==> src/rtl/div_unit_pkg.sv <==
// Shared definitions for the DIV datapath: FSM encoding and width defaults.
package div_unit_pkg;

  localparam int DIV_DATA_WIDTH = 32;

  localparam logic [31:0] MIN_NEG = 32'h8000_0000;

  typedef enum logic [1:0] {
    IDLE = 2'd0,
    RUN  = 2'd1,
    FIX  = 2'd2
  } div_state_e;

endpackage

==> src/rtl/div_unit.sv <==
// Multicycle signed restoring divider: quotient to lo_out, remainder to hi_out.
// Operates on magnitudes, then fixes the signs in a single final cycle.
module div_unit
  import div_unit_pkg::*;
#(
  parameter int DATA_WIDTH = DIV_DATA_WIDTH
) (
  input  logic                  clk,
  input  logic                  reset,
  input  logic                  div_start,
  input  logic [DATA_WIDTH-1:0] dividend,
  input  logic [DATA_WIDTH-1:0] divisor,
  output logic [DATA_WIDTH-1:0] hi_out,
  output logic [DATA_WIDTH-1:0] lo_out,
  output logic                  div_busy,
  output logic                  div_done,
  output logic                  div_zero
);

  localparam int CW = $clog2(DATA_WIDTH + 1);

  div_state_e            state, state_next;
  logic [CW-1:0]         cnt;
  logic [DATA_WIDTH-1:0] quo;      // holds |dividend|, shifts quotient bits in
  logic [DATA_WIDTH-1:0] rem;
  logic [DATA_WIDTH-1:0] dvs;
  logic                  sign_q, sign_r;

  logic                  start_ok, zero_req;
  logic [DATA_WIDTH:0]   rem_shift, rem_diff;
  logic                  rem_ge;

  // The partial remainder stays below |divisor| <= 2^(W-1), so the shifted value
  // fits in W bits and the extra top bit of the difference is a clean borrow.
  always_comb begin
    // NOTE: every combinational output gets a default first so no latch is inferred.
    state_next = state;
    start_ok   = 1'b0;
    zero_req   = 1'b0;
    rem_shift  = {rem, quo[DATA_WIDTH-1]};
    rem_diff   = rem_shift - {1'b0, dvs};
    rem_ge     = ~rem_diff[DATA_WIDTH];
    case (state)
      IDLE: begin
        if (div_start) begin
          if (divisor != '0) begin
            start_ok   = 1'b1;
            state_next = RUN;
          end else begin
            zero_req = 1'b1;
          end
        end
      end
      RUN:     if (cnt == CW'(1)) state_next = FIX;
      FIX:     state_next = IDLE;
      default: state_next = IDLE;
    endcase
  end

  always_ff @(posedge clk) begin
    // NOTE: sequential state uses non-blocking assignments so every register
    // samples pre-edge values regardless of statement order.
    if (reset) state <= IDLE;
    else       state <= state_next;
  end

  always_ff @(posedge clk) begin
    if (reset) begin
      cnt      <= '0;
      quo      <= '0;
      rem      <= '0;
      dvs      <= '0;
      sign_q   <= 1'b0;
      sign_r   <= 1'b0;
      hi_out   <= '0;
      lo_out   <= '0;
      div_busy <= 1'b0;
      div_done <= 1'b0;
      div_zero <= 1'b0;
    end else begin
      div_done <= 1'b0;
      div_zero <= zero_req;
      case (state)
        IDLE: begin
          if (start_ok) begin
            quo      <= dividend[DATA_WIDTH-1] ? -dividend : dividend;
            dvs      <= divisor[DATA_WIDTH-1]  ? -divisor  : divisor;
            sign_q   <= dividend[DATA_WIDTH-1] ^ divisor[DATA_WIDTH-1];
            sign_r   <= dividend[DATA_WIDTH-1];
            rem      <= '0;
            cnt      <= CW'(DATA_WIDTH);
            div_busy <= 1'b1;
          end
        end
        RUN: begin
          rem <= rem_ge ? rem_diff[DATA_WIDTH-1:0] : rem_shift[DATA_WIDTH-1:0];
          quo <= {quo[DATA_WIDTH-2:0], rem_ge};
          cnt <= cnt - CW'(1);
        end
        FIX: begin
          lo_out   <= sign_q ? -quo : quo;
          hi_out   <= sign_r ? -rem : rem;
          div_done <= 1'b1;
          div_busy <= 1'b0;
        end
        default: ;
      endcase
    end
  end

endmodule

==> config.mk <==
export PLATFORM = sky130hd
export DESIGN_NAME = div_unit
export DESIGN_NICKNAME = d
export VERILOG_FILES = /design/src/rtl/div_unit_pkg.sv /design/src/rtl/div_unit.sv
export SDC_FILE = /design/constraint.sdc
export NUM_CORES = 1
export LEC_CHECK = 0
export CORE_UTILIZATION = 45
export CTS_CLUSTER_DIAMETER = 60
export CTS_CLUSTER_SIZE = 40
export DETAILED_ROUTE_END_ITERATION = 8
export PLACE_DENSITY = 0.67
export SLEW_MARGIN = 20
export SYNTH_ARGS = -nofsm -noshare
export SYNTH_HDL_FRONTEND = slang
export SYNTH_SLANG_ARGS = --single-unit
==> constraint.sdc <==
create_clock -name clk -period 5.6 [get_ports clk]
set_input_delay 0.84 -clock clk [delete_from_list [all_inputs] [get_ports clk]]
set_output_delay 0.84 -clock clk [all_outputs]
set_load 0.02 [all_outputs]
==> results.yml, run 1 <==
timing:
  slew_violations: 0
  setup_violations: 0
  timing.final.crit_period_ps: 3930
  final.setup.tns_ps: 0
  finalClockSkew_ps: 15.5
  finalHoldViolCount: 0
  tightest_slew_ps: 1030
  maxSlewHeadroom_pct: 31.2
  achievable-frequency_mhz: 254
  final_min_period_over_clock_period_pct: 70.2
  pnr_worst_setup_slack_ps: 1670
  rsz_0062_raised_after_global_routing: "no"
logic_synthesis:
  yosys.area.top_type: "dfxtp_1"
  dominant_combinational_cell_family_by_area_after_synthesis: "compound AO/OA/AOI/OAI gates"
  yosys.area_share.xor_xnor_pct: 11.7
  postSynthRegisterBits: 173
  synth_async_sr_flop_share_pct: 0
  netlist-cell-type-count: 73
  synthesized_area_fraction_occupied_by_adder_cells_pct: 4.58
  synth_seq_area_share_pct: 32.0
  synthesis.area_per_instance_sq_um: 7.98
  most_instantiated_flip_flop_cell_in_the_synthesis_netlist: "dfxtp_1"
  post_synthesis_compound_gate_area_fraction_pct: 25.3
  count_of_flip_flops_with_a_built_in_enable_after_synthesis: 0
  synth_top_cell_area_share_pct: 32.0
  synth_simple_gate_area_share_pct: 19.0
  synthMuxAreaShare_pct: 2.31
  synthCells: 1355
  yosys_warnings: 0
  synth.net_count: 1461
  synthTopCellsByArea: "dfxtp_1 32%, xor2_1 7.4%, a211oi_1 6.6%"
  syn_area_sq_um: 10800
clock_tree:
  numCtsBuffers: 17
  clockBufferDepth: 2
  clk_transition_reported_paths_ps: 70
  h-tree-depth: 4
  clk-insertion-delay-late_ps: 440
  tritoncts: "yes"
  clock_tree.root_cell: "clkbuf_16"
  post_cts_hold_buffer_count: 0
  cts.sink_count: 173
  postCtsResizedCells: 0
  postCtsSetupBuffers: 0
route:
  post-route-drc-count: 0
  ant_nets: 0
  totalWireLength_mm: 28.3
  viasPerCell: 5.54
  drtPass1Iterations: 5
  vias: 9783
  wire_per_inst_microns: 16.0
  drt-initial-drc-count: 690
critical_path:
  crit_slowest_cell: "nor2_4"
  critical_path.endpoint_type: "register"
  timing.reg2reg.setup_slack_ps: 1670
  worstSetupPathType: "reg2reg"
  critPathLaunchType: "register"
  cp.buffers_inverters: 1
  worstRegToRegCells: 11
  crit_required_ps: 5960
  timing.critical_path.slowest_cell_delay_ps: 790
  cp_max_fo: 25
  arrival_ps: 4290
  timing.rr.end: "rem[31]"
  path_cells: "inv_1, fa_1, nor2b_4, o211ai_4, a311oi_4, o21bai_2, a2111oi_4, nor4_2, nor2_4, nand2_1, o211ai_1"
  critical_path.top_delay_family: "simple AND/OR/NAND/NOR gates"
  crit-reg2reg-launch: "rem[0]"
cells_and_area:
  utilization_pct: 54.8
  finalInstanceArea_sq_um: 12900
  fill_cells: 2264
  num_antenna_cells: 0
  mostFrequentLayoutCells: "172 x dfxtp_1, 150 x nor2_1, 145 x nand2_1, 132 x clkdlybuf4s50_1, 95 x a211oi_1"
  layout.nets: 1540
  layout_commonest_cell: "dfxtp_1"
  area_added_between_synthesis_and_finish_pct: 19.2
  final_layout_size_suffix_gt1_share_pct: 5.18
global_routing:
  grt_antenna_before_repair: 0
  track_usage_pct: 23.2
  global_route.overflow_total: 0
  grt_first_pass_wirelength_mm: 45.0
  first_global_vias: 8463
  grt_max_degree: 97
floorplanning:
  floorplan.io_pins: 134
  initial_core_util_pct: 45.9
  die_w_microns: 157
  die_height_microns: 157
  placementRows: 56
  core_sq_um: 23500
  design.die.area_sq_um: 24600
power:
  max-vdd-ir-drop_mv: 0.234
  power_leakage_nw: 4.66
  power_density_over_the_cells_nw_per_um2: 345
  report.power.total_mw: 4.45
worst_hold_path:
  timing.hold.worst_endpoint: "hi_out[0]"
  whs_path_depth: 2
  min_path_type: "reg2reg"
  timing.hold.worst.start: "hi_out[0]"
placement:
  routabilityCongestion: 0.885
  post-dp-hpwl_mm: 21.0
  place.port_buffers: 133
  placed_cell_areas_sq_um: 12300
  pre_cts_slack_ps: 1390
outcome:
  run_status: "completed"
flow_run:
  timing.max_cap.violations: 0
-- cell families (layout without fill, tap and decap cells) --
family / after synthesis / after routing
simple gates: 437 / 437
fa+ha+maj: 39 / 39
flops: 173 / 173
mux: 25 / 25
compound gates: 400 / 400
xor+xnor: 144 / 144
buf+inv: 137 / 229
-- per-layer routing --
| layer | global-route usage, % | part of all wire [%] | vias to the layer above |
|---|---|---|---|
| met4 | 6.44 | 1.5 | 0 |
| met2 | 32.2 | 40 | 261 |
| met1 | 36.0 | 53 | 4476 |
| li1 | - | - | 5022 |
| met5 | 0 | 0 | - |
| met3 | 3.74 | 5.4 | 24 |
-- report_power, final --
group	total [mW]	internal, mW	switching, mW
registers	1.47	1.32	0.145
clock network	1.19	0.641	0.549
logic	1.79	0.747	1.04
-- tightest hold or removal path, cell delays in order (launching register included) --
cell and delay (ps):
dfxtp_1 310, nand2_1 50, a21oi_1 50
-- layout make-up --
class | instances | area [sq um] | area share [%]
Multi-Input combinational cell | 1045 | 6820 | 52.9
Sequential cell | 173 | 3460 | 26.9
Timing Repair Buffer | 142 | 1420 | 11.0
Clock buffer | 18 | 439 | 3.41
Tap cell | 319 | 399 | 3.10
Inverter | 55 | 206 | 1.60
Clock inverter | 14 | 150 | 1.16
-- worst max path at each step --
stage                          start       to  slack [ps]  cells past startpoint
final                         rem[0]  rem[31]        1670                     11
after global routing          rem[0]  rem[31]        1420                     11
after CTS                     rem[0]  rem[31]        1710                     11
after detailed placement  divisor[9]  quo[24]        1390                      9
after global placement    divisor[8]  rem[31]        1480                     11
after floorplan              quo[31]  rem[12]        2420                     13
-- registers in the layout, indices dropped and copies added (netlist names), 2 cells and up --
register,count
lo_out,32
rem,32
state,2
dvs,32
hi_out,32
cnt,6
quo,32
-- synthesized netlist by cell type (all sizes together) (3+ instances only) --
| library cell | number |
|---|---|
| dfxtp | 173 |
| nor2 | 152 |
| nand2 | 145 |
| a211oi | 96 |
| xor2 | 91 |
| o21ai | 86 |
| a21oi | 74 |
| clkbuf | 60 |
| inv | 55 |
| xnor2 | 53 |
| ha | 38 |
| o31ai | 36 |
| nor3 | 26 |
| mux2i | 25 |
| buf | 22 |
| nand3 | 20 |
| a21o | 18 |
| or4 | 17 |
| a22oi | 16 |
| o211ai | 15 |
| nand2b | 14 |
| o41ai | 14 |
| nor2b | 12 |
| nand4 | 10 |
| nor4 | 10 |
| or3 | 9 |
| a221oi | 6 |
| o21a | 6 |
| or2 | 6 |
| nand3b | 5 |
| a21boi | 4 |
| a31oi | 4 |
| a32oi | 4 |
| a2111oi | 3 |
| a22o | 3 |
| and2 | 3 |
| nor4b | 3 |
| o21bai | 3 |
| o31a | 3 |
-- per-stage QoR --
stage / cells / hold WS, ps
CTS: 1766 / 459
floorplan: 1355 / 432
finish: 1766 / 456
global placement: 1733 / 439
detailed placement: 1734 / 449
global route: 1766 / 505
No activity file was read; power rests on OpenSTA's default activity.
==> run 2: changes to the inputs <==
==> constraint.sdc (replaced) <==
create_clock -name clk -period 3.9 [get_ports clk]
set_input_delay 0.585 -clock clk [delete_from_list [all_inputs] [get_ports clk]]
set_output_delay 0.585 -clock clk [all_outputs]
set_load 0.02 [all_outputs]
==> results.yml, run 2 (synthesized netlist as in run 1, its figures left out) <==
floorplanning:
  die_height_microns: 157
  core_sq_um: 23500
  placementRows: 56
  design.die.area_sq_um: 24600
  floorplan.io_pins: 134
  die_w_microns: 157
  initial_core_util_pct: 45.9
clock_tree:
  h-tree-depth: 4
  clk_transition_reported_paths_ps: 70
  clockBufferDepth: 2
  clk-insertion-delay-late_ps: 430
  tritoncts: "yes"
  cts.sink_count: 173
  post_cts_hold_buffer_count: 0
  numCtsBuffers: 17
  clock_tree.root_cell: "clkbuf_16"
  postCtsSetupBuffers: 0
  postCtsResizedCells: 0
critical_path:
  wp_depth: 12
  critical_path.endpoint_type: "register"
  timing.reg2reg.setup_slack_ps: 350
  cp_max_fo: 9
  endpoint_of_the_worst_setup_timing_path: "rem[12]"
  worstSetupPathType: "reg2reg"
  arrival_ps: 3900
  timing.critical_path.slowest_cell_delay_ps: 450
  crit_slowest_cell: "fa_1"
  timing.rr.end: "rem[12]"
  setup.worst_path.start: "quo[31]"
  crit_required_ps: 4250
  path_cells: "inv_1, ha_1, fa_1, nor2b_4, o211ai_4, a311oi_4, o21bai_2, a2111oi_4, nor4_2, or2_1, o31a_1, a211oi_2"
  crit-reg2reg-launch: "quo[31]"
  critPathLaunchType: "register"
  cp.buffers_inverters: 1
  critical_path.top_delay_family: "compound AO/OA/AOI/OAI gates"
  worstRegToRegCells: 12
timing:
  final_min_period_over_clock_period_pct: 91.1
  slew_violations: 0
  finalHoldViolCount: 0
  finalClockSkew_ps: 8.91
  achievable-frequency_mhz: 281
  tightest_slew_ps: 1130
  setup_violations: 0
  rsz_0062_raised_after_global_routing: "no"
  final.setup.tns_ps: 0
  maxSlewHeadroom_pct: 24.4
  timing.final.crit_period_ps: 3550
cells_and_area:
  layout_commonest_cell: "dfxtp_1"
  area_added_between_synthesis_and_finish_pct: 20.4
  final_layout_size_suffix_gt1_share_pct: 5.63
  mostFrequentLayoutCells: "173 x dfxtp_1, 150 x nor2_1, 145 x nand2_1, 132 x clkdlybuf4s50_1, 95 x a211oi_1"
  utilization_pct: 55.3
  layout.nets: 1549
  fill_cells: 2224
  num_antenna_cells: 0
power:
  switching_share_pct: 38.1
  clockPowerShare_pct: 27.3
  power_leakage_nw: 4.72
  max-vdd-ir-drop_mv: 0.361
  power_density_over_the_cells_nw_per_um2: 503
  power.internal_mw: 4.05
  sequentialPowerShare_pct: 32.2
  power.share.combinational_pct: 40.5
  netSwitchingPower_mw: 2.49
outcome:
  run_status: "completed"
global_routing:
  track_usage_pct: 23.8
  grt_antenna_before_repair: 0
  global_route.overflow_total: 0
  grt_first_pass_wirelength_mm: 46.1
  grt_max_degree: 104
  first_global_vias: 8753
route:
  ant_nets: 0
  met3_length_mm: 1.69
  drt-met1-wl_mm: 15.2
  viasPerCell: 5.58
  wire_per_inst_microns: 16.1
  dr_wl_met2_mm: 11.4
  vias: 9906
  drtPass1Iterations: 5
  totalWireLength_mm: 28.6
  drt-initial-drc-count: 759
  top_metal_used: "met4"
  post-route-drc-count: 0
placement:
  routabilityCongestion: 0.930
  post-dp-hpwl_mm: 21.7
  place.port_buffers: 133
worst_hold_path:
  min_path_type: "reg2reg"
  whs_path_depth: 2
flow_run:
  timing.max_cap.violations: 0
-- run 2: cell count changes in the layout (fill, tap and decap cells not counted), sizes merged --
| cell | before | now |
|---|---|---|
| bufinv | 1 | 3 |
| buf | 10 | 19 |
| inv | 61 | 59 |
-- run 2: worst min path at each step --
stage                          start    endpoint  slack, ps
after global placement    hi_out[30]  hi_out[30]        440
after CTS                  lo_out[0]   lo_out[0]        460
after detailed placement   lo_out[0]   lo_out[0]        450
after global routing         dvs[22]     dvs[22]        480
final                        dvs[22]     dvs[22]        460
after floorplan              dvs[22]     dvs[22]        430
-- run 2: power groups by stage --
stage	logic [mW]	registers, mW	clock network [mW]
after global placement	2.61	2.13	0
after CTS	2.64	2.10	1.82
after global routing	2.92	2.13	1.88
final	2.65	2.11	1.79
after floorplan	2.01	2.07	0
after detailed placement	2.62	2.14	0
-- run 2: layout make-up --
class	count	area [sq um]	share of cell area, %
clock inverters	14	186	1.43
inverters	55	206	1.59
well taps	319	399	3.07
flip-flops and latches	173	3460	26.6
clock buffers	18	429	3.30
repair buffers	151	1510	11.6
multi-input cells	1045	6820	52.4
-- run 2: worst register-to-register path: stages, from the launching register on --
cell and delay [ps]:
dfxtp_1 340, inv_1 90, ha_1 230, fa_1 450, nor2b_4 170, o211ai_4 100
a311oi_4 370, o21bai_2 190, a2111oi_4 440, nor4_2 130, or2_1 400, o31a_1 350
a211oi_2 220
-- run 2: layer usage --
metal | track usage, % | up-vias
met5 | 0 | -
met4 | 6.12 | 0
met2 | 32.6 | 281
li1 | - | 5061
met3 | 2.70 | 25
met1 | 38.1 | 4539
-- run 2: stage by stage --
stage               hold WS [ps]  setup WS, ps  instance area, sq um  instances  total power, mW
floorplan                    432           721                 10800       1355             4.07
global placement             444           280                 12400       1743             4.74
detailed placement           449           197                 12400       1743             4.76
CTS                          459           368                 13000       1775             6.56
global route                 481           210                 13000       1775             6.93
finish                       460           347                 13000       1775             6.54
